`config.mk`:
```
export PLATFORM = sky130hd
export DESIGN_NAME = ioctl_sdram_writer
export DESIGN_NICKNAME = d
export VERILOG_FILES = /design/src/rtl/ioctl_sdram_writer_pkg.sv /design/src/rtl/ioctl_sdram_writer_word_fifo.sv /design/src/rtl/ioctl_sdram_writer.sv
export SDC_FILE = /design/constraint.sdc
export NUM_CORES = 1
export LEC_CHECK = 0
export CORE_MARGIN = 4
export CORE_UTILIZATION = 40
export CTS_CLUSTER_SIZE = 28
export DETAILED_ROUTE_END_ITERATION = 10
export GPL_TIMING_DRIVEN = 0
export PLACE_DENSITY = 0.55
export SLEW_MARGIN = 20
export SYNTH_ARGS = -nofsm -noshare
export SYNTH_HDL_FRONTEND = slang
export SYNTH_SLANG_ARGS = --single-unit
```
`constraint.sdc`:
```
create_clock -name clk -period 10.5 [get_ports clk]
set_input_delay 2.1 -clock clk [delete_from_list [all_inputs] [get_ports clk]]
set_output_delay 2.1 -clock clk [all_outputs]
set_load 0.05 [all_outputs]
```
`src/rtl/ioctl_sdram_writer_pkg.sv`:
```
// Shared widths, request FSM state and packed-word payload for the ioctl download writer.
package ioctl_sdram_writer_pkg;

   localparam int unsigned SDRAM_ADDR_WIDTH = 23;
   localparam int unsigned SDRAM_DATA_WIDTH = 32;
   localparam int unsigned IOCTL_ADDR_WIDTH = 25;

   typedef enum logic {
      ST_IDLE,
      ST_REQ
   } req_state_e;

   typedef struct packed {
      logic [SDRAM_ADDR_WIDTH-1:0] addr;
      logic [SDRAM_DATA_WIDTH-1:0] data;
   } sdram_word_t;

   // Replace one little-endian byte lane of a word.
   function automatic logic [SDRAM_DATA_WIDTH-1:0] insert_byte(
      input logic [SDRAM_DATA_WIDTH-1:0] word,
      input logic [1:0]                  lane,
      input logic [7:0]                  value
   );
      logic [SDRAM_DATA_WIDTH-1:0] res;
      res = word;
      res[{lane, 3'b000} +: 8] = value;
      return res;
   endfunction

endpackage

```
`src/rtl/ioctl_sdram_writer_word_fifo.sv`:
```
// Synchronous first-word-through FIFO; a push while full is accepted only if a pop frees a slot.
module word_fifo #(
   parameter int unsigned DEPTH = 4,
   parameter int unsigned WIDTH = 55
) (
   input  logic             clk,
   input  logic             reset,
   input  logic             push_i,
   input  logic [WIDTH-1:0] push_data_i,
   input  logic             pop_i,
   output logic             full_c_o,
   output logic             empty_c_o,
   output logic [WIDTH-1:0] head_c_o
);

   localparam int unsigned PTR_W = (DEPTH > 1) ? $clog2(DEPTH) : 1;
   localparam int unsigned CNT_W = PTR_W + 1;

   logic [WIDTH-1:0] mem_q [DEPTH];
   logic [PTR_W-1:0] wr_ptr_q, wr_ptr_d;
   logic [PTR_W-1:0] rd_ptr_q, rd_ptr_d;
   logic [CNT_W-1:0] count_q, count_d;
   logic             do_push;
   logic             do_pop;

   assign empty_c_o = (count_q == '0);
   assign full_c_o  = (count_q == CNT_W'(DEPTH));
   assign head_c_o  = mem_q[rd_ptr_q];

   always_comb begin
      do_pop   = pop_i & ~empty_c_o;
      do_push  = push_i & (~full_c_o | do_pop);
      wr_ptr_d = wr_ptr_q;
      rd_ptr_d = rd_ptr_q;
      count_d  = count_q + CNT_W'(do_push) - CNT_W'(do_pop);
      if (do_push) wr_ptr_d = wr_ptr_q + PTR_W'(1);
      if (do_pop)  rd_ptr_d = rd_ptr_q + PTR_W'(1);
   end

   always_ff @(posedge clk or posedge reset) begin
      if (reset) begin
         wr_ptr_q <= '0;
         rd_ptr_q <= '0;
         count_q  <= '0;
      end else begin
         wr_ptr_q <= wr_ptr_d;
         rd_ptr_q <= rd_ptr_d;
         count_q  <= count_d;
      end
   end

   // Storage needs no reset: the count gates every read.
   always_ff @(posedge clk) begin
      if (do_push) mem_q[wr_ptr_q] <= push_data_i;
   end

endmodule

```
`src/rtl/ioctl_sdram_writer.sv`:
```
// Packs the HPS download byte stream into 32-bit words and writes them to SDRAM one request at a time.
module ioctl_sdram_writer
   import ioctl_sdram_writer_pkg::*;
#(
   parameter int unsigned FIFO_DEPTH  = 4,
   parameter int unsigned ADDR_OFFSET = 0
) (
   input  logic                        clk,
   input  logic                        reset,
   input  logic [IOCTL_ADDR_WIDTH-1:0] ioctl_addr,
   input  logic [7:0]                  ioctl_data,
   input  logic                        ioctl_wr,
   input  logic                        ioctl_download,
   output logic [SDRAM_ADDR_WIDTH-1:0] sdram_addr,
   output logic [SDRAM_DATA_WIDTH-1:0] sdram_data,
   output logic                        sdram_we,
   output logic                        sdram_req,
   input  logic                        sdram_ack,
   output logic                        busy,
   output logic                        overflow
);

   logic                        dl_q;
   logic                        flush_q, flush_d;
   logic [3:0]                  mask_q, mask_d;
   logic [SDRAM_ADDR_WIDTH-1:0] pack_addr_q, pack_addr_d;
   logic [SDRAM_DATA_WIDTH-1:0] pack_data_q, pack_data_d;
   logic                        overflow_q, overflow_d;
   req_state_e                  state_q, state_d;
   logic                        req_q, req_d;
   logic                        we_q, we_d;
   logic [SDRAM_ADDR_WIDTH-1:0] addr_q, addr_d;
   logic [SDRAM_DATA_WIDTH-1:0] data_q, data_d;

   logic                        strobe;
   logic                        start_new;
   logic                        push;
   logic                        pop;
   logic                        fifo_full;
   logic                        fifo_empty;
   logic [SDRAM_ADDR_WIDTH-1:0] wa;
   logic [1:0]                  lane;
   logic [SDRAM_DATA_WIDTH-1:0] merged_data;
   logic [3:0]                  merged_mask;
   sdram_word_t                 push_word;
   sdram_word_t                 head_word;

   assign strobe = ioctl_wr & ioctl_download;
   assign lane   = ioctl_addr[1:0];
   assign wa     = ioctl_addr[IOCTL_ADDR_WIDTH-1:2] + SDRAM_ADDR_WIDTH'(ADDR_OFFSET);

   // Byte packer. flush_q marks a pack that must be pushed on the next cycle:
   // either the download just ended, or a lane-3 byte arrived in the same
   // cycle the previous pack was pushed (only one push per cycle).
   always_comb begin
      mask_d         = mask_q;
      pack_addr_d    = pack_addr_q;
      pack_data_d    = pack_data_q;
      flush_d        = dl_q & ~ioctl_download;
      push           = 1'b0;
      push_word.addr = pack_addr_q;
      push_word.data = pack_data_q;
      start_new      = ~(|mask_q) | flush_q;
      merged_data    = '0;
      merged_mask    = '0;

      if (flush_q && (|mask_q)) begin
         push   = 1'b1;
         mask_d = '0;
      end

      if (strobe) begin
         if (!start_new && (wa != pack_addr_q)) begin
            push      = 1'b1;
            start_new = 1'b1;
         end
         merged_data = insert_byte(start_new ? '0 : pack_data_q, lane, ioctl_data);
         merged_mask = (start_new ? 4'b0000 : mask_q) | (4'b0001 << lane);
         if ((lane == 2'd3) && !push) begin
            push           = 1'b1;
            push_word.addr = wa;
            push_word.data = merged_data;
            mask_d         = '0;
         end else begin
            pack_addr_d = wa;
            pack_data_d = merged_data;
            mask_d      = merged_mask;
            if (lane == 2'd3) flush_d = 1'b1;
         end
      end
   end

   assign overflow_d = overflow_q | (push & fifo_full & ~pop);

   word_fifo #(
      .DEPTH (FIFO_DEPTH),
      .WIDTH ($bits(sdram_word_t))
   ) u_fifo (
      .clk         (clk),
      .reset       (reset),
      .push_i      (push),
      .push_data_i (push_word),
      .pop_i       (pop),
      .full_c_o    (fifo_full),
      .empty_c_o   (fifo_empty),
      .head_c_o    (head_word)
   );

   // Request FSM: one outstanding write, held stable until acknowledged.
   always_comb begin
      state_d = state_q;
      req_d   = req_q;
      we_d    = we_q;
      addr_d  = addr_q;
      data_d  = data_q;
      pop     = 1'b0;
      if (state_q == ST_IDLE) begin
         if (!fifo_empty) begin
            addr_d  = head_word.addr;
            data_d  = head_word.data;
            req_d   = 1'b1;
            we_d    = 1'b1;
            pop     = 1'b1;
            state_d = ST_REQ;
         end
      end else begin
         if (sdram_ack) begin
            req_d   = 1'b0;
            we_d    = 1'b0;
            state_d = ST_IDLE;
         end
      end
   end

   always_ff @(posedge clk or posedge reset) begin
      if (reset) begin
         dl_q        <= 1'b0;
         flush_q     <= 1'b0;
         mask_q      <= '0;
         pack_addr_q <= '0;
         pack_data_q <= '0;
         overflow_q  <= 1'b0;
         state_q     <= ST_IDLE;
         req_q       <= 1'b0;
         we_q        <= 1'b0;
         addr_q      <= '0;
         data_q      <= '0;
      end else begin
         dl_q        <= ioctl_download;
         flush_q     <= flush_d;
         mask_q      <= mask_d;
         pack_addr_q <= pack_addr_d;
         pack_data_q <= pack_data_d;
         overflow_q  <= overflow_d;
         state_q     <= state_d;
         req_q       <= req_d;
         we_q        <= we_d;
         addr_q      <= addr_d;
         data_q      <= data_d;
      end
   end

   assign sdram_addr = addr_q;
   assign sdram_data = data_q;
   assign sdram_we   = we_q;
   assign sdram_req  = req_q;
   assign overflow   = overflow_q;
   assign busy       = ioctl_download | ~fifo_empty | req_q | (|mask_q) | flush_q;

endmodule

```
==> summary.md, run 1 <==
| Metric | Value |
|---|---|
| Layout net count | `about 1000` |
| DRT Wirelength | `approximately 30 mm` |
| Initial antenna violation count | `0` |
| Delay-heaviest family, CP | `buffers and inverters` |
| Ant. Diodes | `0` |
| Initial Util | `between 40% and 50%` |
| Clk_lat worst skew | `0.52 ns` |
| Async SR Flop Fraction | `36.4%` |
| DRC | `0` |
| Yosys warning total | `0` |
| R2R Path Start | `u_fifo.count_q[1]$_DFF_PP0_` |
| Critical path's slowest cell | `clkdlybuf4s50_1` |
| Flop pwr share | `39.3%` |
| FF+latch count, synth | `346` |
| Clk sinks | `346` |
| Combinational Power Share | `around 34%` |
| Post-synth EDFFs | `220` |
| Die area | `0.0383 sq mm` |
| First-pass GRT wire length | `47.2 mm` |
| Die Y | `196 um` |
| Hold Crit Start | `sdram_data[10]$_DFFE_PP0P_` |
| Psw | `0.00154 W` |
| Peak supply drop | `0.116 mV` |
| WL per Instance | `21.2 um` |
| Max-capacitance violation count | `0` |
| Hold worst-path end | `sdram_data[10]$_DFFE_PP0P_` |
| Share of cells above drive strength 1 | `a little under a quarter` |
| Hold path depth | `1` |
| CTS root buf | `clkbuf_16` |
| Reg-to-reg slack, setup | `between 7 and 8 ns` |
| Setup bufs post-CTS | `0` |
| Post-Syn Area | `0.0141 sq mm` |
| Crit path launch | `ioctl_download` |
| Fin. Hold Viols | `0` |
| Slew Limit Fails | `0` |
| Worst Path Max Fanout | `5` |
| Sw Share | `between 30% and 40%` |
| CP Cell Sequence | `clkdlybuf4s50_1 > nor2_1 > nand3_1 > clkdlybuf4s50_1` |
| Seq/Total Area, Yosys | `69.3%` |
| Fin util | `between 40% and 50%` |
| CTS clk-pin slew, worst paths | `0.05 ns` |
| Vias in the first global route | `~7600` |
| H-Tree Level Count | `2` |
| Non-Filler Instances | `1430` |
| Worst endpoint required time | `8.40 ns` |
| Crit-path max cell delay | `roughly 0.81 ns` |
| Num CTS Buffers | `37` |
| Critical path endpoint category | `output port` |
| FF-to-FF path depth | `10` |
| Skew final | `roughly 0.017 ns` |
| Min cycle time layout | `~5.7 ns` |
| Pwr/cell area | `between 200 and 300 mW/mm^2` |
| Slew of the pin with the lowest slew margin | `about 0.96 ns` |
| IO Pins | `97` |
| Count of input and output buffers | `96` |
| Area Growth Syn to Fin | `20.3%` |
| Kind of critical path | `input port to output port` |
| DR iter-0 viols | `540` |
| Top cell by count, worst path | `clkdlybuf4s50_1` |
| Total negative slack | `0 ns` |
| CP arrival | `3.65 ns` |
| Post-Syn Area per Cell | `17.4 sq um` |
| Design area | `0.0169 sq mm` |
| Post_cts resized | `0` |
| Cells after DPL | `1364` |
| Hold WC Path Type | `flip-flop to flip-flop` |
| Vias per cell | `between 5 and 6` |
| Syn_nets | `861` |
| Placed Area | `between 0.015 and 0.02 sq mm` |
| FP Rows | `a little under 70` |
| Internal | `approximately 0.0032 W` |
| Leak Pwr | `6.04 nW` |
| Ranking of synthesized cells by area | `edfxtp_1 (47%), dfrtp_1 (22%), mux4_2 (8.8%)` |
| Vias | `~7400` |
| Most frequent cells in the layout | `edfxtp_1 (220), dfrtp_1 (126), clkdlybuf4s50_1 (96)` |
| Buf+Inv Stages, Crit Path | `2` |
| CTS tree | `built` |
| Fin crit share | `54.7%` |
| # setup viols final | `0` |
| GRT Util Overall | `around 16%` |
| Synth unique cells | `38` |
| Most common cell after layout, fill and taps aside | `edfxtp_1` |
| Die width | `196 um` |
| Status | `finished clean` |
| Setup crit start kind | `input port` |
| RSZ-0062 raised after global routing | `false` |
| Area leader, netlist | `edfxtp_1` |
| Core footprint | `approximately 0.035 sq mm` |
| Dominant synthesized flop cell | `edfxtp_1` |
| CTS Hold Bufs | `0` |
| Total power | `0.00471 W` |
| First-pass DRT Iterations | `4` |
| RR Endpoint | `u_fifo.count_q[2]$_DFF_PP0_` |
| Relative slew slack | `35.7%` |
| Largest net degree at the start of global routing | `71` |
| Clk pwr share | `between 20% and 30%` |
| Placer congestion estimate | `0.811` |
| Yosys top cell area share | `46.9%` |
| HPWL after DPL | `19.8 mm` |
| Routed Antenna Nets | `0` |
| Post-synthesis cell count | `808` |
| GRT overflow | `0` |
| Clock buffer depth | `3` |
| F_max | `174 MHz` |
[area by class of cell]
| cell class | count | area (sq um) |
|---|---|---|
| clock buffer | 56 | 1070 |
| fill | 2907 | 17700 |
| multi-input combinational | 382 | 3990 |
| timing repair buffer | 101 | 1100 |
| buffer | 33 | 160 |
| inverter | 47 | 184 |
| sequential | 346 | 9760 |
| clock inverter | 10 | 100 |
| tap | 455 | 569 |
[per-layer routing]
layer  vias to the layer above  GRT usage [%]  wire (um)
met3                        41           2.67       1130
met5                         -              0          0
met4                         0           3.85        559
met2                       147           24.8      14300
met1                      3818           23.7      14400
li1                       3363              -          -
[synthesized netlist by cell type, drive strengths merged, types with 2 or more instances]
library cell / n
o21ai: 8
buf: 16
o22ai: 34
a21oi: 7
nand2: 54
o2bb2ai: 36
dfrtp: 126
nor4: 3
nor2: 13
xnor2: 27
clkbuf: 17
inv: 47
edfxtp: 220
nand4: 6
nand2b: 3
and2: 5
ha: 14
nand4b: 2
mux4: 55
nand3: 4
mux2: 102
[flip-flops by register name (all words and copies together), names as in the netlist]
signal	cells
dl_q	1
flush_q	1
mask_q	4
overflow	1
pack_addr_q	23
pack_data_q	32
sdram_addr	23
sdram_data	32
sdram_we	1
state_q	1
u_fifo.count_q	3
u_fifo.mem_q	220
u_fifo.rd_ptr_q	2
u_fifo.wr_ptr_q	2
[worst reg2reg max path: cells and delay by family (launching register included)]
kind	cells	cell delay, ns
buffers and inverters	4	1.14
adder cells (fa/ha/maj)	3	0.88
AND/OR/NAND/NOR	2	0.57
flip-flops	1	0.45
XOR/XNOR	1	0.18
[logic make-up after synthesis]
family / synth area share (%)
adders and majority gates: 1.39
xor gates and xnor gates: 1.74
and+or+nand+nor: 3.16
buffers and inverters: 2.39
muxes: 17.6
AOI/OAI and AO/OA: 4.43
DFF: 69.3
[stage by stage]
stage / setup WS (ns) / hold WS, ns
2_1_floorplan: 5.04 / 0.476
3_3_place_gp: 2.58 / 0.488
3_5_place_dp: 4.78 / 0.495
4_1_cts: 4.77 / 0.508
5_1_grt: 4.75 / 0.514
6_report: 4.75 / 0.501
[power groups by stage]
stage	registers (W)	clock network, W	logic [W]
3_3_place_gp	0.00189	0	0.00160
6_report	0.00185	0.00126	0.00160
3_5_place_dp	0.00188	0	0.00163
5_1_grt	0.00188	0.00135	0.00171
2_1_floorplan	0.00226	0	0.000718
4_1_cts	0.00185	0.00129	0.00164
[worst max-delay path by stage]
| stage | cells past startpoint | slack [ns] | to |
|---|---|---|---|
| after floorplan | 1 | 5.04 | dl_q$_DFF_PP0_ |
| after global placement | 2 | 2.58 | sdram_data[1]$_DFFE_PP0P_ |
| after detailed placement | 4 | 4.78 | busy |
| after CTS | 4 | 4.77 | busy |
| after global routing | 4 | 4.75 | busy |
| final | 4 | 4.75 | busy |
(Power assumes the default switching activity.)
==> inputs of run 2 (changes only) <==
==> constraint.sdc (replaced) <==
create_clock -name clk -period 5.3 [get_ports clk]
set_input_delay 1.06 -clock clk [delete_from_list [all_inputs] [get_ports clk]]
set_output_delay 1.06 -clock clk [all_outputs]
set_load 0.05 [all_outputs]
==> results of run 2 <==
The final DEF is identical to that of run 1. Status: finished clean.
Main changes from that run: setup slack after placement 4.78 ns -> 1.21 ns; setup slack after layout 4.75 ns -> 1.63 ns; register-to-register setup slack 7.20 ns -> 2.00 ns; total power 0.00471 W -> 0.00933 W; worst IR drop on VDD 0.116 mV -> 0.230 mV
==> inputs of run 3 (changes only) <==
==> constraint.sdc (replaced) <==
create_clock -name clk -period 3.5 [get_ports clk]
set_input_delay 0.7 -clock clk [delete_from_list [all_inputs] [get_ports clk]]
set_output_delay 0.7 -clock clk [all_outputs]
set_load 0.05 [all_outputs]
==> summary.md, run 3 (same netlist as run 1, synthesis figures left out) <==
| Metric | Value |
|---|---|
| Skew final | `0.0116 ns (-0.00529 ns)` |
| Combinational Power Share | `34.1% (about the same)` |
| Area Growth Syn to Fin | `20.8%` |
| CP arrival | `around 3.6 ns` |
| Reg with most FFs | `u_fifo.mem_q` |
| Kind of critical path | `input port to flip-flop` |
| Hold path depth | `1 (unchanged)` |
| Slew Limit Fails | `0 (unchanged)` |
| DRC | `0 (unchanged)` |
| First-pass DRT Iterations | `5 (+1)` |
| Reg-to-reg slack, setup | `between 0.4 and 0.5 ns` |
| Hold WC Path Type | `flip-flop to flip-flop` |
| Non-Filler Instances | `1436 (+0.42%)` |
| FP Rows | `68 (unchanged)` |
| Status | `finished clean` |
| Cells after DPL | `1368 (+0.29%)` |
| Vias in the first global route | `7798 (+2.9%)` |
| Num CTS Buffers | `38 (+2.7%)` |
| FF-to-FF path depth | `7 (-3)` |
| Flop pwr share | `39.4% (about the same)` |
| Relative slew slack | `38.1% (+2.4 points)` |
| Pwr/cell area | `between 800 and 900 mW/mm^2` |
| Slew of the pin with the lowest slew margin | `0.929 ns (-0.0358 ns)` |
| Initial antenna violation count | `0 (unchanged)` |
| F_max | `296 MHz` |
| First-pass GRT wire length | `47.4 mm (+0.45%)` |
| Placer congestion estimate | `0.814 (+0.36%)` |
| Share of cells above drive strength 1 | `24.2% (+0.57 points)` |
| CTS clk-pin slew, worst paths | `0.05 ns (about the same)` |
| CTS tree | `built` |
| Clock buffer depth | `3 (unchanged)` |
| Clk_lat worst skew | `0.51 ns (about the same)` |
| Count of input and output buffers | `96 (unchanged)` |
| Routed Antenna Nets | `0 (unchanged)` |
| Die width | `196 um (unchanged)` |
| HPWL after DPL | `20.2 mm (+2.2%)` |
| DR iter-0 viols | `571 (+5.7%)` |
| Die Y | `196 um (unchanged)` |
| H-Tree Level Count | `2 (unchanged)` |
| DRT Wirelength | `30.4 mm (about the same)` |
| # setup viols final | `0 (unchanged)` |
| Leak Pwr | `6.07 nW (+0.48%)` |
| Post_cts resized | `0 (unchanged)` |
| Largest net degree at the start of global routing | `44 (-38%)` |
| GRT overflow | `0 (unchanged)` |
| RSZ-0062 raised after global routing | `false` |
| Max-capacitance violation count | `0 (unchanged)` |
| Psw | `0.00464 W` |
| Clk pwr share | `26.5% (-0.2 points)` |
| Most common cell after layout, fill and taps aside | `edfxtp_1` |
| Die area | `0.0383 sq mm (unchanged)` |
| Worst endpoint required time | `3.75 ns` |
| Max reg flops | `220 (unchanged)` |
| Internal | `around 0.0094 W` |
| Setup bufs post-CTS | `0 (unchanged)` |
| Min cycle time layout | `3.38 ns` |
| Sw Share | `32.9%` |
| Worst Path Max Fanout | `10 (+5)` |
| Initial Util | `40.7% (unchanged)` |
| FILL cells | `2925 (+0.62%)` |
| Fin. Hold Viols | `0 (unchanged)` |
| Most frequent cells in the layout | `edfxtp_1 (220), dfrtp_1 (126), clkdlybuf4s50_1 (96)` |
| Critical path endpoint category | `flip-flop` |
| GRT Util Overall | `16.0% (+0.023 points)` |
| Clk sinks | `346 (unchanged)` |
| Vias | `7391 (+0.30%)` |
| Peak supply drop | `0.539 mV` |
| Final worst setup slack | `roughly 0.12 ns` |
| Ant. Diodes | `0 (unchanged)` |
| CTS Hold Bufs | `0 (unchanged)` |
| CTS root buf | `clkbuf_16` |
| Layout net count | `1005 (+0.40%)` |
| Fin crit share | `a little over nine tenths` |
| Post-placement worst setup slack | `-0.358 ns` |
| IO Pins | `97 (unchanged)` |
| Setup crit start kind | `input port` |
| Vias per cell | `5.15 (-0.12%)` |
| Core footprint | `0.0346 sq mm (unchanged)` |
| WL per Instance | `21.1 um (-0.44%)` |
-- run 3: through the flow --
| step | hold WS, ns | TNS [ns] | utilization [%] | instance area (sq um) | total power [W] |
|---|---|---|---|---|---|
| after detailed placement | 0.495 | -86.77 | 45.7 | 15800 | 0.0106 |
| after global placement | 0.490 | -492.86 | 45.1 | 15600 | 0.0105 |
| final | 0.502 | 0 | 49.1 | 17000 | 0.0141 |
| after global routing | 0.523 | 0 | 49.1 | 17000 | 0.0148 |
| after CTS | 0.505 | 0 | 49.1 | 17000 | 0.0143 |
| after floorplan | 0.476 | 0 | - | 14100 | 0.00893 |
-- run 3: layout make-up --
cell class / instances / area [sq um] / share of cell area, %
tap: 455 / 569 / 3.35
clock buffer: 55 / 1070 / 6.27
buffer: 32 / 156 / 0.920
clock inverter: 14 / 100 / 0.589
timing repair buffer: 105 / 1180 / 6.93
inverter: 47 / 180 / 1.06
multi-input combinational: 382 / 3990 / 23.5
sequential: 346 / 9760 / 57.4
-- run 3: worst max-delay path: stages --
cell,delay [ns]
clkdlybuf4s50_1,0.48
xnor2_1,0.38
nand4_1,0.26
nor4_2,0.52
a21o_1,0.24
buf_6,0.17
nand4b_1,0.36
o22ai_1,0.51
-- run 3: final timing paths --
path | start | endpoint
max | ioctl_addr[19] | u_fifo.mem_q[3][31]$_DFFE_PP_
min | sdram_addr[9]$_DFFE_PP0P_ | sdram_addr[9]$_DFFE_PP0P_
max reg2reg | pack_addr_q[17]$_DFFE_PP0P_ | u_fifo.mem_q[3][31]$_DFFE_PP_
min reg2reg | sdram_addr[9]$_DFFE_PP0P_ | sdram_addr[9]$_DFFE_PP0P_
max in group asynchronous | reset | sdram_data[12]$_DFFE_PP0P_
min in group asynchronous | reset | pack_addr_q[4]$_DFFE_PP0P_
-- run 3: metal layers --
layer  global-route usage, %  up-vias  routed length (um)
li1                        -     3387                   -
met1                    23.5     3785               14300
met2                    25.2      175               14100
met3                    2.71       44                1400
met4                    3.70        0                 584
met5                       0        -                   0
-- run 3: power by group through the flow --
stage / Sequential, W / Clock [W] / Combinational (W)
2_1_floorplan: 0.00678 / 0 / 0.00215
3_3_place_gp: 0.00567 / 0 / 0.00480
3_5_place_dp: 0.00565 / 0 / 0.00491
4_1_cts: 0.00557 / 0.00383 / 0.00492
5_1_grt: 0.00566 / 0.00403 / 0.00512
6_report: 0.00556 / 0.00373 / 0.00480
